File: src/rtl/mul_div_seq_divider_if.sv
// rtl/mul_div_seq_divider_if.sv - operand/result handshake bundle for the sequential divider
interface mul_div_seq_divider_if #(
    parameter int WIDTH = 32
);
    logic [WIDTH-1:0] op_a;
    logic [WIDTH-1:0] op_b;
    logic [1:0]       div_op;
    logic             in_valid;
    logic             in_ready;
    logic [WIDTH-1:0] result;
    logic             out_valid;
    logic             out_ready;
    logic             busy;

    // Producer of operations and consumer of results
    modport master (
        output op_a, op_b, div_op, in_valid, out_ready,
        input  in_ready, result, out_valid, busy
    );

    // The divider itself
    modport slave (
        input  op_a, op_b, div_op, in_valid, out_ready,
        output in_ready, result, out_valid, busy
    );
endinterface

File: src/rtl/mul_div_seq_divider.sv
// rtl/mul_div_seq_divider.sv - radix-2 restoring divider for DIV/DIVU/REM/REMU
module mul_div_seq_divider #(
    parameter int WIDTH = 32
) (
    input  logic                 clk,
    input  logic                 rst,
    mul_div_seq_divider_if.slave bus
);
    localparam int CNT_W = $clog2(WIDTH);

    typedef enum logic [1:0] {
        IDLE   = 2'd0,
        DIVIDE = 2'd1,
        FIX    = 2'd2,
        DONE   = 2'd3
    } state_t;

    state_t           state_q, state_d;
    logic [WIDTH-1:0] quo_q, quo_d;
    logic [WIDTH-1:0] rem_q, rem_d;
    logic [WIDTH-1:0] dvs_q, dvs_d;
    logic [CNT_W-1:0] cnt_q, cnt_d;
    logic             rem_sel_q, rem_sel_d;
    logic             sign_q_q, sign_q_d;
    logic             sign_r_q, sign_r_d;
    logic [WIDTH-1:0] result_q, result_d;

    // Operand decode used only at accept
    logic             is_signed;
    logic [WIDTH-1:0] a_abs;
    logic [WIDTH-1:0] b_abs;
    logic             b_zero;
    logic             ovf;

    // One restoring step: {rem, quo} shifted left, then trial subtract
    logic [WIDTH:0]   rem_sh;
    logic [WIDTH:0]   trial;
    logic [WIDTH-1:0] q_fix;
    logic [WIDTH-1:0] r_fix;

    assign is_signed = ~bus.div_op[0];
    // The most negative value keeps its bit pattern and is then read as an unsigned magnitude
    assign a_abs  = (is_signed && bus.op_a[WIDTH-1]) ? (~bus.op_a + 1'b1) : bus.op_a;
    assign b_abs  = (is_signed && bus.op_b[WIDTH-1]) ? (~bus.op_b + 1'b1) : bus.op_b;
    assign b_zero = (bus.op_b == '0);
    assign ovf    = is_signed && (bus.op_a == {1'b1, {(WIDTH-1){1'b0}}}) && (bus.op_b == '1);

    assign rem_sh = {rem_q, quo_q[WIDTH-1]};
    assign trial  = rem_sh - {1'b0, dvs_q};
    assign q_fix  = sign_q_q ? (~quo_q + 1'b1) : quo_q;
    assign r_fix  = sign_r_q ? (~rem_q + 1'b1) : rem_q;

    assign bus.in_ready  = (state_q == IDLE);
    assign bus.busy      = (state_q != IDLE);
    assign bus.out_valid = (state_q == DONE);
    assign bus.result    = result_q;

    // State and datapath registers; reset aborts any operation in flight
    always_ff @(posedge clk) begin
        if (rst) begin
            state_q   <= IDLE;
            quo_q     <= '0;
            rem_q     <= '0;
            dvs_q     <= '0;
            cnt_q     <= '0;
            rem_sel_q <= 1'b0;
            sign_q_q  <= 1'b0;
            sign_r_q  <= 1'b0;
            result_q  <= '0;
        end else begin
            state_q   <= state_d;
            quo_q     <= quo_d;
            rem_q     <= rem_d;
            dvs_q     <= dvs_d;
            cnt_q     <= cnt_d;
            rem_sel_q <= rem_sel_d;
            sign_q_q  <= sign_q_d;
            sign_r_q  <= sign_r_d;
            result_q  <= result_d;
        end
    end

    // Next-state logic: accept and special cases, one quotient bit per cycle, sign fix-up, hold
    always_comb begin
        state_d   = state_q;
        quo_d     = quo_q;
        rem_d     = rem_q;
        dvs_d     = dvs_q;
        cnt_d     = cnt_q;
        rem_sel_d = rem_sel_q;
        sign_q_d  = sign_q_q;
        sign_r_d  = sign_r_q;
        result_d  = result_q;

        case (state_q)
            IDLE: begin
                if (bus.in_valid) begin
                    rem_sel_d = bus.div_op[1];
                    sign_q_d  = is_signed & (bus.op_a[WIDTH-1] ^ bus.op_b[WIDTH-1]);
                    sign_r_d  = is_signed & bus.op_a[WIDTH-1];
                    quo_d     = a_abs;
                    dvs_d     = b_abs;
                    rem_d     = '0;
                    cnt_d     = '0;
                    if (b_zero) begin
                        result_d = bus.div_op[1] ? bus.op_a : '1;
                        state_d  = DONE;
                    end else if (ovf) begin
                        result_d = bus.div_op[1] ? '0 : bus.op_a;
                        state_d  = DONE;
                    end else begin
                        state_d  = DIVIDE;
                    end
                end
            end
            DIVIDE: begin
                // A clear top bit means the trial difference did not go negative
                quo_d = {quo_q[WIDTH-2:0], ~trial[WIDTH]};
                rem_d = trial[WIDTH] ? rem_sh[WIDTH-1:0] : trial[WIDTH-1:0];
                cnt_d = cnt_q + CNT_W'(1);
                if (cnt_q == CNT_W'(WIDTH - 1)) begin
                    state_d = FIX;
                end
            end
            FIX: begin
                result_d = rem_sel_q ? r_fix : q_fix;
                state_d  = DONE;
            end
            DONE: begin
                if (bus.out_ready) begin
                    state_d = IDLE;
                end
            end
            default: state_d = IDLE;
        endcase
    end
endmodule

File: src/flat_wrapper.sv
// flat-port wrapper written by rule: the top's interface ports become plain ports
module mul_div_seq_divider_flat 
#(
    parameter int WIDTH = 32
)
  (clk, rst, bus_op_a, bus_op_b, bus_div_op, bus_in_valid, bus_out_ready, bus_in_ready, bus_result, bus_out_valid, bus_busy);
  mul_div_seq_divider_if #(.WIDTH(WIDTH)) bus_i ();
  input  logic clk;
  input  logic rst;
  input wire logic [$bits(bus_i.op_a)-1:0] bus_op_a;
  input wire logic [$bits(bus_i.op_b)-1:0] bus_op_b;
  input wire logic [$bits(bus_i.div_op)-1:0] bus_div_op;
  input wire logic [$bits(bus_i.in_valid)-1:0] bus_in_valid;
  input wire logic [$bits(bus_i.out_ready)-1:0] bus_out_ready;
  output wire logic [$bits(bus_i.in_ready)-1:0] bus_in_ready;
  output wire logic [$bits(bus_i.result)-1:0] bus_result;
  output wire logic [$bits(bus_i.out_valid)-1:0] bus_out_valid;
  output wire logic [$bits(bus_i.busy)-1:0] bus_busy;
  assign bus_i.op_a = bus_op_a;
  assign bus_i.op_b = bus_op_b;
  assign bus_i.div_op = bus_div_op;
  assign bus_i.in_valid = bus_in_valid;
  assign bus_i.out_ready = bus_out_ready;
  assign bus_in_ready = bus_i.in_ready;
  assign bus_result = bus_i.result;
  assign bus_out_valid = bus_i.out_valid;
  assign bus_busy = bus_i.busy;
  mul_div_seq_divider #(.WIDTH(WIDTH)) u_core (.clk(clk), .rst(rst), .bus(bus_i));
endmodule
File: config.mk
export PLATFORM = sky130hd
export DESIGN_NAME = mul_div_seq_divider_flat
export DESIGN_NICKNAME = d
export VERILOG_FILES = /design/src/rtl/mul_div_seq_divider_if.sv /design/src/rtl/mul_div_seq_divider.sv /design/src/flat_wrapper.sv
export SDC_FILE = /design/constraint.sdc
export NUM_CORES = 1
export LEC_CHECK = 0
export CAP_MARGIN = 30
export CORE_UTILIZATION = 50
export CTS_CLUSTER_DIAMETER = 150
export DETAILED_ROUTE_END_ITERATION = 8
export GPL_TIMING_DRIVEN = 0
export PLACE_DENSITY = 0.8
export SLEW_MARGIN = 20
export SYNTH_ARGS = -nofsm -noshare
export SYNTH_HDL_FRONTEND = slang
export SYNTH_SLANG_ARGS = --single-unit
File: constraint.sdc
create_clock -name clk -period 3.8 [get_ports clk]
set_clock_uncertainty 0.1 [all_clocks]
set_input_delay 0.76 -clock clk [delete_from_list [all_inputs] [get_ports clk]]
set_output_delay 0.76 -clock clk [all_outputs]
set_load 0.005 [all_outputs]
# Word level (Yosys, flattened, before mapping)
# Cells that the tools add are included.
[classes] n_div=0 n_eq_ne=10 n_addsub=6 n_mux=24 n_lt_le_gt_ge=0 multipliers=0 bitwise_logic=9 reduce_logical=13 n_shift=0
[op_table] cell="two-way mux 32 bit" count=13
[op_table] cell="case mux 32 bit (2 select lines)" count=3
[op_table] cell="adder 32 x 1 -> 32 bit (second input constant)" count=4
[op_table] cell="NOT 32 bit" count=4
[op_table] cell="== test 32 bit (second input constant)" count=2
[op_table] cell="subtractor 33 x 32 -> 33 bit" count=1
[op_table] cell="zero test 32 bit" count=1
[op_table] cell="two-way mux 2 bit" count=5
[op_table] cell="case mux 5 bit (2 select lines)" count=1
[op_table] cell="case mux 2 bit (4 select lines)" count=1
[op_table] cell="AND reduction 3 bit" count=2
[op_table] cell="nonzero test 2 bit" count=3
[op_table] cell="adder 5 x 1 -> 5 bit (second input constant)" count=1
[op_table] cell="== test 5 bit (second input constant)" count=1
[op_table] cell="two-way mux 5 bit" count=1
[op_table] cell="== test 2 bit (second input constant)" count=2
[op_table] cell="logical AND 1 bit" count=4
[op_table] cell="inequality test 2 bit (second input constant)" count=2
[op_table] cell="AND reduction 2 bit" count=2
[op_table] cell="inequality test 3 x 1 -> 1 bit (second input constant)" count=1
[op_table] cell="AND 1 bit" count=2
[op_table] cell="== test 2 x 1 -> 1 bit (second input constant)" count=1
[op_table] cell="zero test 2 bit" count=1
[op_table] cell="inequality test 2 x 1 -> 1 bit (second input constant)" count=1
[op_table] cell="other kinds (2)" count=3
[word_totals] latch_bits=0 ram_bits=0 out_inout_bits=35 mem_bits_ro=0 memories=0 reg_bits=138

# Longest topological paths before layout
[depth] depth_word=7 ltp_mapped=14 ltp_nobuf=12

# Worst setup path after synthesis
# No wires, ideal clock.
[synth_path] kind="input port to flip-flop" startpoint="in bus_op_a[10]" endpoint="reg u_core.result_q[23] (netlist: u_core.bus.result[23])" arrival_ns=2.927 required_time_ns=3.572 setup_time_ns=0.128 path_slack_ns=0.645 cell_stages=11 cell_sequence="buf_2 > or4_4 > nor4_2 > nand4_1 > or2_1 > o211ai_2 > o21ai_1 > buf_2 > buf_2 > a21oi_1 > nor2_1"
[synth_via] elab_chain_len=5
[synth_lines] element="from (decl)" line_no="flat_wrapper.sv:10" rtl="input wire logic [$bits(bus_i.op_a)-1:0] bus_op_a;"
[synth_lines] element="== test 32 bit" line_no="mul_div_seq_divider.sv:46" rtl="assign ovf = is_signed && (bus.op_a == {1'b1, {(WIDTH-1){1'b0}}}) && (bus.op_b == '1);"
[synth_lines] element="logical AND 1 bit (2 in a row)" line_no="mul_div_seq_divider.sv:46"
[synth_lines] element="inequality test 3 x 1 -> 1 bit (no source line)"
[synth_lines] element="AND reduction 3 bit (no source line)"
[synth_lines] element="to (signal assigned)" line_no="mul_div_seq_divider.sv:79" rtl="result_q <= result_d;"
[synth_lines] element="to (decl)" line_no="mul_div_seq_divider.sv:26" rtl="logic [WIDTH-1:0] result_q, result_d;"
# Every way passes these cells.
# A chain may end at the register's enable or synchronous reset.

# Worst setup path in the final report
[layout_path] startpoint="in bus_op_a[6]" endpoint="reg u_core.result_q[15] (netlist: u_core.bus.result[15])"
# The elaborated chain is that of the path after synthesis.

==> out/results.ini <==
[status]
status=completed

[critical_path]
timing.critical_path.to_type=flip-flop
timing.critical_path.slowest_cell_delay_ps=700
critical_path.cell_chain=clkdlybuf4s50_1 -> or4_1 -> nor2_1 -> nand4_1 -> buf_4 -> or2_1 -> o211ai_2 -> o21a_1 -> buf_4 -> buf_4 -> o211ai_1 -> o21ai_1 -> nor2_1
timing.critical_path.from_type=input pin
worst_path_most_repeated_cell=sky130_fd_sc_hd__buf_4
cp.buffers_inverters=4
crit_arrival_ps=3880
worst_path_dominant_cell_family=simple AND/OR/NAND/NOR gates
critical_path.max_fanout=10
cp_data_required_time_ps=4000
critical_path.slowest_cell=sky130_fd_sc_hd__or4_1
critical_path_class=in -> reg

[drt]
route.antenna.remaining_nets=0
drt_iter0_markers=1235
mean_routed_wirelength_per_cell_um=20.1
drc=0
detail_route.wirelength_um=39100
via_per_inst=6.25
drt_pass1_iterations=6
dr_total_vias=12173

[placed_design]
buffer_ports.inserted=101
hpwl_um=29500
dpl_worst_slack_ps=-681
place_inst=1905
detailed_place.area_um2=12200
gp_congestion=0.973

[sta]
max-slew-margin-rel_pct=36.9
finalWorstPathRequiredPeriod_ps=3680
worst-slew-pin-transition_ps=946
min_period_over_period_pct=96.9
tns_ps=0
layout_setup_ws_ps=118
rsz0062_at_grt=no
timing.fmax_mhz=272
maxSlewViolCount=0
setup-violations-final=0
finalHoldViolCount=0

[layout]
instances_no_fill=1947
post-route-util_pct=61.5
stdcell_area_um2=13000
layout.nets=1772
drive_above_1_share_pct=4.97
fillerInstances=1971
flow.area_growth_from_synthesis_pct=19.7

[power]
peakVddDrop_mv=0.452
leakagePower_nw=4.96
power_per_cell_area_nw_per_um2=578

[global_routing]
antenna_found_initial=0
global_route.overflow_total=0
number_of_global_route_vias_before_repair=11136
grtUsageMet1_pct=47.4
global_route.usage.total_pct=35.1
grt_first_pass_wirelength_um=60100
grtUsageMet2_pct=53.2
grt_max_degree=17
globalRoute.busiestLayer=met2
grt_util_met3_pct=8.04

[clock_tree]
cts_root_buf=sky130_fd_sc_hd__clkbuf_16
cts_clk_pin_slew_worst_paths_ps=70
cts.path.max_buffers=2
worstSkewPairLatency_ps=440
clkSinkCount=138
cts_buffers=17
cts_tree=done
ctsHtreeMaxLevel=4
holdBufCountCts=0

[synthesis]
syn_inst=1529
synth_warnings=0
ys_top_cells_by_area=sky130_fd_sc_hd__dfxtp_1 (25%), sky130_fd_sc_hd__nand2_1 (8.4%), sky130_fd_sc_hd__xnor2_1 (6.0%)
yosys.area.top_type=sky130_fd_sc_hd__dfxtp_1
synth_area_um2=10900
synthDominantCellAreaShare_pct=25.4
avgSynthCellArea_um2=7.10
synthFlopType=sky130_fd_sc_hd__dfxtp_1
async_flop_share_pct=0
yosys_register_bits=138
syn-num-nets=1643
yosysSeqAreaShare_pct=25.4
synth_enable_flop_cells=0
yosys.cell_types.count=68

[die]
chipWidth_um=149
i_o_pin_cnt=105
floorplan.die_area_um2=22300
floorplan.initialDensity_pct=51.3
placementRows=53
chipHeight_um=149
fp.coreArea_um2=21200

[min_path]
min_path_type=reg -> reg

[run]
max_cap_violations=0

-- placed cells by master (no fill, tap or decap), types with 7 or more instances in the layout --
cell                              Yosys  routed
sky130_fd_sc_hd__buf_1               10      10
sky130_fd_sc_hd__buf_4                5      13
sky130_fd_sc_hd__nor2_1             131     130
sky130_fd_sc_hd__clkdlybuf4s50_1      0     101
sky130_fd_sc_hd__nand4_1             16      16
sky130_fd_sc_hd__o21ai_1             16      16
sky130_fd_sc_hd__o21ai_0             85      85
sky130_fd_sc_hd__nand2_1            242     242
sky130_fd_sc_hd__maj3_1              11      11
sky130_fd_sc_hd__nor3_1              29      29
sky130_fd_sc_hd__clkbuf_16            0      17
sky130_fd_sc_hd__or3_1               17      17
sky130_fd_sc_hd__dfxtp_1            138     137
sky130_fd_sc_hd__a31oi_1              9       8
sky130_fd_sc_hd__o22ai_1             12      12
sky130_fd_sc_hd__nand3_1             79      79
sky130_fd_sc_hd__a211oi_1            55      55
sky130_fd_sc_hd__clkbuf_1            72      71
sky130_fd_sc_hd__ha_1                43      43
sky130_fd_sc_hd__a21oi_1            129     128
sky130_fd_sc_hd__o31ai_1             37      37
sky130_fd_sc_hd__a32oi_1              7       7
sky130_fd_sc_hd__o41ai_1             11      11
sky130_fd_sc_hd__nand2b_1            15      15
sky130_fd_sc_hd__a21o_1              15      15
sky130_fd_sc_hd__o211ai_1            25      25
sky130_fd_sc_hd__inv_1               59      59
sky130_fd_sc_hd__or4_1               16      16
sky130_fd_sc_hd__xor2_1              69      68
sky130_fd_sc_hd__o21a_1               9       9
sky130_fd_sc_hd__xnor2_1             74      73
-- cell usage after synthesis (17+ instances only) --
cell type,n
sky130_fd_sc_hd__nand2_1,242
sky130_fd_sc_hd__dfxtp_1,138
sky130_fd_sc_hd__nor2_1,131
sky130_fd_sc_hd__a21oi_1,129
sky130_fd_sc_hd__o21ai_0,85
sky130_fd_sc_hd__nand3_1,79
sky130_fd_sc_hd__xnor2_1,74
sky130_fd_sc_hd__clkbuf_1,72
sky130_fd_sc_hd__xor2_1,69
sky130_fd_sc_hd__inv_1,59
sky130_fd_sc_hd__a211oi_1,55
sky130_fd_sc_hd__ha_1,43
sky130_fd_sc_hd__o31ai_1,37
sky130_fd_sc_hd__nor3_1,29
sky130_fd_sc_hd__o211ai_1,25
sky130_fd_sc_hd__or3_1,17
-- routing by layer --
layer,part of all wire (%),up-vias,routed length [µm]
li1,-,5717,-
met1,42,5627,16400
met2,44,716,17100
met3,10,113,3960
met4,4.0,0,1550
met5,0,-,0
-- path summary, 6_finish.rpt --
| check | start | endpoint | slack, ps | cells past startpoint |
|---|---|---|---|---|
| worst max register to register | u_core.quo_q[31] | u_core.rem_q[25] | 160 | 13 |
| worst min register to register | u_core.dvs_q[30] | u_core.dvs_q[30] | 350 | 2 |
| worst min-delay path | u_core.dvs_q[30] | u_core.dvs_q[30] | 350 | 2 |
| worst max-delay path | bus_op_a[6] | u_core.bus.result[15] | 120 | 13 |
-- report_power, final --
group	internal, mW	switching [mW]	total [mW]
clock network	1.12	0.734	1.85
registers	1.76	0.310	2.07
logic	1.32	2.27	3.59
-- repair_timing --
item                                    4_1_cts  5_1_grt
endpoints found under the setup margin       61       57
setup buffers                                 5        4
pin swaps                                     3        3
resized for setup                             5       11
-- final cells by class --
cell class                      count  area, µm²  share of cell area [%]
Clock inverter                     14        209                    1.61
Sequential cell                   138       2760                    21.3
Timing Repair Buffer              110       1090                    8.39
Clock buffer                       18        429                    3.30
Tap cell                          275        344                    2.65
Multi-Input combinational cell   1235       7530                    57.9
Antenna cell                        1       2.50                  0.0192
Buffer                             96        410                    3.16
Inverter                           60        225                    1.73
-- worst register-to-register path, cell delays in order, from the launching register on --
cell	delay, ps
sky130_fd_sc_hd__dfxtp_1	310
sky130_fd_sc_hd__inv_1	110
sky130_fd_sc_hd__ha_1	250
sky130_fd_sc_hd__fa_1	410
sky130_fd_sc_hd__nand2b_1	200
sky130_fd_sc_hd__a21o_1	190
sky130_fd_sc_hd__a31oi_2	260
sky130_fd_sc_hd__o2111ai_4	220
sky130_fd_sc_hd__a21oi_2	280
sky130_fd_sc_hd__o21ai_2	200
sky130_fd_sc_hd__xor2_2	220
sky130_fd_sc_hd__buf_4	180
sky130_fd_sc_hd__or4_1	520
sky130_fd_sc_hd__o21ai_1	120
-- cells by family after synthesis --
logic type	after synthesis	share of synthesized area, %
and+or+nand+nor	590	24.9
AOI/OAI and AO/OA	443	25.9
buffers and inverters	156	5.78
xor gates and xnor gates	143	11.5
DFF	138	25.4
adders and majority gates	55	6.15
muxes	4	0.369
-- metrics by stage --
step                      power (mW)  hold WS (ps)
after floorplan                 4.32           332
after global placement          5.44           342
after detailed placement        5.52           344
after CTS                       7.37           353
after global routing            7.93           387
final                           7.51           354
-- sequential cells by signal, summed over array words and instances (netlist names) --
name               cells
u_core.bus.result     32
u_core.dvs_q          32
u_core.quo_q          32
u_core.rem_q          32
u_core.cnt_q           5
u_core.state_q         2
u_core.rem_sel_q       1
u_core.sign_q_q        1
u_core.sign_r_q        1
Power figures use the tool's default switching activity.
==> patch 1 (same settings) <==
`WIDTH` is set to 32 in 3 places; all go to 16.
--- a/src/rtl/mul_div_seq_divider_if.sv
+++ b/src/rtl/mul_div_seq_divider_if.sv
@@ -1,5 +1,5 @@
 // rtl/mul_div_seq_divider_if.sv - operand/result handshake bundle for the sequential divider
 interface mul_div_seq_divider_if #(
-    parameter int WIDTH = 32
+    parameter int WIDTH = 16
 );
     logic [WIDTH-1:0] op_a;
--- a/src/rtl/mul_div_seq_divider.sv
+++ b/src/rtl/mul_div_seq_divider.sv
@@ -1,5 +1,5 @@
 // rtl/mul_div_seq_divider.sv - radix-2 restoring divider for DIV/DIVU/REM/REMU
 module mul_div_seq_divider #(
-    parameter int WIDTH = 32
+    parameter int WIDTH = 16
 ) (
     input  logic                 clk,
--- a/src/flat_wrapper.sv
+++ b/src/flat_wrapper.sv
@@ -2,5 +2,5 @@
 module mul_div_seq_divider_flat 
 #(
-    parameter int WIDTH = 32
+    parameter int WIDTH = 16
 )
   (clk, rst, bus_op_a, bus_op_b, bus_div_op, bus_in_valid, bus_out_ready, bus_in_ready, bus_result, bus_out_valid, bus_busy);
Ports: changed (resized bus_op_a, bus_op_b and bus_result); port bits go from 105 to 57. The function was not compared with the original's and may differ.
==> patch 1 against the original RTL <==
- setup slack improved by 0.14 ns
- design area is 50% lower
- synthesized cell count fell by 53%
- power fell by 54%
- first-iteration DRC count is 58% lower
- area after synthesis shrank 49%
- routed wire length is 56% lower
- sequential cell count down 65
- non-clock buffer count is 108 lower
==> patch 1: results (changes against the original RTL) <==
[metrics] status: complete, no violations
[metrics] final RePlAce weighted congestion: 0.9075 (-6.8%)
[metrics] startpoint of the tightest hold check path: u_core.bus.result[0]
[metrics] CTS H-Tree Depth: 3 (-1)
[metrics] met3 demand-to-capacity share in global routing: 6.687% (-1.4 points)
[metrics] cts repair resizes: 1 (-4)
[metrics] global routing usage on met1: 41.67% (-5.7 points)
[metrics] routed len/inst: 18.45 µm (-8.0%)
[metrics] Post-layout nets: 846 (-52%)
[metrics] CP Launch Type: flop
[metrics] Detail Placement HPWL: 13070 µm (-56%)
[metrics] predominant post-synthesis flop cell: sky130_fd_sc_hd__dfxtp_1
[metrics] cell types with the highest counts after synthesis: sky130_fd_sc_hd__nor2_1, sky130_fd_sc_hd__dfxtp_1, sky130_fd_sc_hd__nand2_1
[metrics] worst IR drop on VDD: 0.0003162 V (-30%)
[metrics] number of global-route vias before repair: 5331 (-52%)
[metrics] fill cell total of the finished layout: 985 (-50%)
[metrics] first-pass GRT wire length: 27260 µm (-55%)
[metrics] # diodes: 0 (-1)
[metrics] length of routed met2 wiring: 7586 µm (-56%)
[metrics] largest cells by area after synthesis: sky130_fd_sc_hd__dfxtp_1, sky130_fd_sc_hd__ha_1, sky130_fd_sc_hd__xnor2_1
[metrics] count of cell types in the netlist: 64 (-5.9%)
[metrics] total net switching power: 0.001467 W (-56%)
[metrics] actual transition at the worst max-transition pin: 0.9332 ns (-0.01317 ns)
[metrics] Min-Delay Path Class: reg2reg
[metrics] clock network latency to the later pin of the worst-skew pair: 0.37 ns (-0.07 ns)
[metrics] Root Buffer Master: sky130_fd_sc_hd__clkbuf_8
[metrics] overall fraction of global-route tracks in use: 30.64% (-4.5 points)
[metrics] met3 layer wire length in the routed design: 1678 µm (-58%)
[metrics] routed metal-1 wire length: 7432 µm (-55%)
[metrics] CP Data Arrival Time: 3.75 ns (-0.13 ns)
[metrics] DRT iter0 DRCs: 516 (-58%)
[metrics] number of I/O port buffers: 54 (-47%)
[metrics] highest signal layer in the routed design: met4
[metrics] number of buffers inserted to repair setup after CTS: 0 (-5)
[metrics] total number of vias: 5720 (-53%)
[metrics] post-synthesis sequential area ratio: 26.39% (+0.95 points)
## patch 1: cell types whose count changed in the layout (fill, tap and decap cells not counted), sizes merged, moves of 35 or more
| cell | change |
|---|---|
| a211oi | -35 |
| o21ai | -72 |
| clkbuf | -43 |
| xor2 | -41 |
| nor2 | -52 |
| nand2 | -175 |
| nand3 | -47 |
| xnor2 | -40 |
| clkdlybuf4s50 | -47 |
| dfxtp | -65 |
| a21oi | -86 |
## patch 1: critical path, cell delays in order (launching register included)
cell and delay, ns:
sky130_fd_sc_hd__dfxtp_1 0.44, sky130_fd_sc_hd__inv_1 0.10, sky130_fd_sc_hd__ha_1 0.21, sky130_fd_sc_hd__fa_1 0.39, sky130_fd_sc_hd__nand2b_1 0.19, sky130_fd_sc_hd__a21oi_2 0.26
sky130_fd_sc_hd__a41oi_2 0.28, sky130_fd_sc_hd__o31ai_2 0.46, sky130_fd_sc_hd__xor2_2 0.48, sky130_fd_sc_hd__clkbuf_2 0.33, sky130_fd_sc_hd__o2111ai_1 0.15, sky130_fd_sc_hd__nand3_1 0.10
## patch 1: per-stage QoR
stage / area [µm²] / std cells / setup WS (ns) / power [W]
2_1_floorplan: 5538 / 716 / 0.9041 / 0.002155
3_3_place_gp: 6254 / 910 / 0.1160 / 0.002577
3_5_place_dp: 6254 / 910 / 0.03629 / 0.002630
4_1_cts: 6519 / 926 / 0.1645 / 0.003437
5_1_grt: 6520 / 926 / 0.06173 / 0.003684
6_report: 6520 / 926 / 0.2573 / 0.003477
## patch 1: power groups by stage
stage	Clock, W	Sequential, W	Combinational [W]
detailed placement	0	0.00104	0.00159
CTS	0.000811	0.00102	0.00161
global route	0.000844	0.00104	0.00180
finish	0.000803	0.00103	0.00164
global placement	0	0.00103	0.00155
floorplan	0	0.000986	0.00117
## patch 1: area by class of cell
class	count	share of cell area, %
Sequential cell	73	22.41
Clock inverter	6	1.996
Tap cell	140	2.687
Multi-Input combinational cell	563	57.11
Timing Repair Buffer	54	8.290
Inverter	36	2.073
Clock buffer	10	1.957
Buffer	44	3.473
## patch 1: worst paths after layout
check | end | slack, ns | cells after the start
hold / removal | u_core.bus.result[0] | 0.35 | 2
setup reg to reg | u_core.rem_q[12] | 0.26 | 11
setup / recovery | u_core.rem_q[12] | 0.26 | 11
hold reg to reg | u_core.bus.result[0] | 0.35 | 2
## patch 1: kinds of logic (layout without fill, tap and decap cells)
logic type | count (synthesis) | in the layout | synth area share (%)
multiplexers | 5 | 5 | 0.9038
XOR/XNOR | 62 | 62 | 9.806
adder cells (fa/ha/maj) | 39 | 39 | 8.405
AND/OR/NAND/NOR | 274 | 274 | 24.47
AO/OA/AOI/OAI | 183 | 183 | 23.52
flip-flops | 73 | 73 | 26.39
buffers and inverters | 80 | 150 | 6.507
==> patch 2 (same settings) <==
Made on the original files. Re-encode `state_t` (4 states) as Gray code, 2 bits wide.
--- a/src/rtl/mul_div_seq_divider.sv
+++ b/src/rtl/mul_div_seq_divider.sv
@@ -10,8 +10,8 @@
 
     typedef enum logic [1:0] {
-        IDLE   = 2'd0,
-        DIVIDE = 2'd1,
-        FIX    = 2'd2,
-        DONE   = 2'd3
+        IDLE   = 2'b00,
+        DIVIDE = 2'b01,
+        FIX    = 2'b11,
+        DONE   = 2'b10
     } state_t;
 
Check against the original RTL: same outputs for any inputs over 4 cycles, from zero or initial values and one cycle with rst high; so few cycles prove little.
==> patch 2 against the original RTL <==
- critical path depth unchanged
- sequential cell count unchanged
- setup slack lost 0.055 ns
- design area down 1.8%
- critical path type unchanged
- routed wire length is 6.4% lower
- area after synthesis shrank 1.3%
- global-route usage shrank 1.9 points
Power is not compared: it rests on default switching activity, and its combinational part moved more than twofold at a synthesized area within 25%.
==> patch 2: results (changes against the original RTL) <==
[metrics] number of I/O port buffers: 102 (+0.99%)
[metrics] worst setup timing slack at the placement stage: -0.9440 ns (-0.2629 ns)
[metrics] startpoint of the tightest hold check path: u_core.dvs_q[31]
[metrics] DRT iter0 DRCs: 1250 (+1.2%)
[metrics] largest cells by area after synthesis: sky130_fd_sc_hd__dfxtp_1, sky130_fd_sc_hd__xnor2_1, sky130_fd_sc_hd__a21oi_1
[metrics] cell types with the highest counts after synthesis: sky130_fd_sc_hd__nor2_1, sky130_fd_sc_hd__dfxtp_1, sky130_fd_sc_hd__nand2_1
[metrics] Post-Syn Nets: 1507 (-8.3%)
[metrics] number of buffers inserted to repair setup after CTS: 1 (-4)
[metrics] total number of vias: 11.32k (-7.0%)
[metrics] fill cell total of the finished layout: 1883 (-4.5%)
[metrics] critical register-to-register path endpoint: u_core.rem_q[26]
[metrics] final RePlAce weighted congestion: 0.9480 (-2.6%)
[metrics] number of standard cells in the final layout excluding fillers: 1804 (-7.3%)
[metrics] CP Data Arrival Time: 3.92 ns (+0.04 ns)
[metrics] Hold Path Sink: u_core.dvs_q[31]
[metrics] total detailed-routing wirelength: 36570 µm (-6.4%)
[metrics] Detailed Routing Iterations Pass 1: 7 (+1)
[metrics] slowest stage cell on the critical path: sky130_fd_sc_hd__clkdlybuf4s50_1
[metrics] count of cell types in the netlist: 75 (+10%)
[metrics] final hold slack: 0.3625 ns (+0.008677 ns)
[metrics] actual transition at the worst max-transition pin: 0.8958 ns (-0.05058 ns)
[metrics] status: complete, no violations
[metrics] worst setup path startpoint: bus_op_a[2]
[metrics] cts repair resizes: 8 (+3)
[metrics] longest individual stage delay on the worst path: 0.52 ns (-0.18 ns)
[metrics] # diodes: 0 (-1)
[metrics] first-pass GRT wire length: 56880 µm (-5.4%)
[metrics] per-instance average area after synthesis: 7.668 µm² (+8.0%)
## patch 2: cell types whose count changed after synthesis, sizes merged, moves of 14 or more
cell    change
o31ai      -17
maj3       +17
a22oi      +30
o211ai     -14
o21ai      -20
a221oi     +15
nand3      -58
nand2     -108
mux2i      +35
a21oi      -21
## patch 2: worst min-delay path, cell delays in order, from the launching register on
cell	delay [ns]
sky130_fd_sc_hd__dfxtp_1	0.32
sky130_fd_sc_hd__nand2_1	0.05
sky130_fd_sc_hd__a21oi_1	0.05
## patch 2: layout make-up
type	count	area (µm²)	share of cell area, %
buffer	88	409.1	3.203
clock buffer	19	452.9	3.546
tap	275	344.1	2.693
multi-input combinational	1111	7401	57.93
sequential	138	2763	21.63
timing repair buffer	105	1046	8.188
clock inverter	11	145.1	1.136
inverter	57	214.0	1.675
## patch 2: through the flow
step / utilization [%] / total power, W / instance area (µm²)
2_1_floorplan: - / 0.002245 / 10710
3_3_place_gp: 57.45 / 0.002568 / 12080
3_5_place_dp: 57.48 / 0.002584 / 12080
4_1_cts: 60.47 / 0.004298 / 12710
5_1_grt: 60.77 / 0.004492 / 12770
6_report: 60.77 / 0.004342 / 12770
## patch 2: logic make-up (layout without fill, tap and decap cells)
logic type	after synthesis	count (layout)	synth area share [%]
mux	40	40	3.749
fa+ha+maj	68	68	7.358
compound gates	411	411	25.61
buf+inv	148	280	5.700
flops	138	138	25.79
xor+xnor	141	141	11.53
simple gates	451	451	20.26
## patch 2: power by group
group	internal [W]	total (W)	switching, W
Sequential	0.00152	0.00159	0.0000722
Clock	0.00106	0.00175	0.000690
Combinational	0.000395	0.00100	0.000609
## patch 2: per-layer routing
layer	routed length, µm	global-route usage [%]	up-vias
met5	0	0	-
met2	15820	50.94	640
met1	15620	46.12	5274
met3	3829	5.951	105
li1	-	-	5296
met4	1296	12.58	0
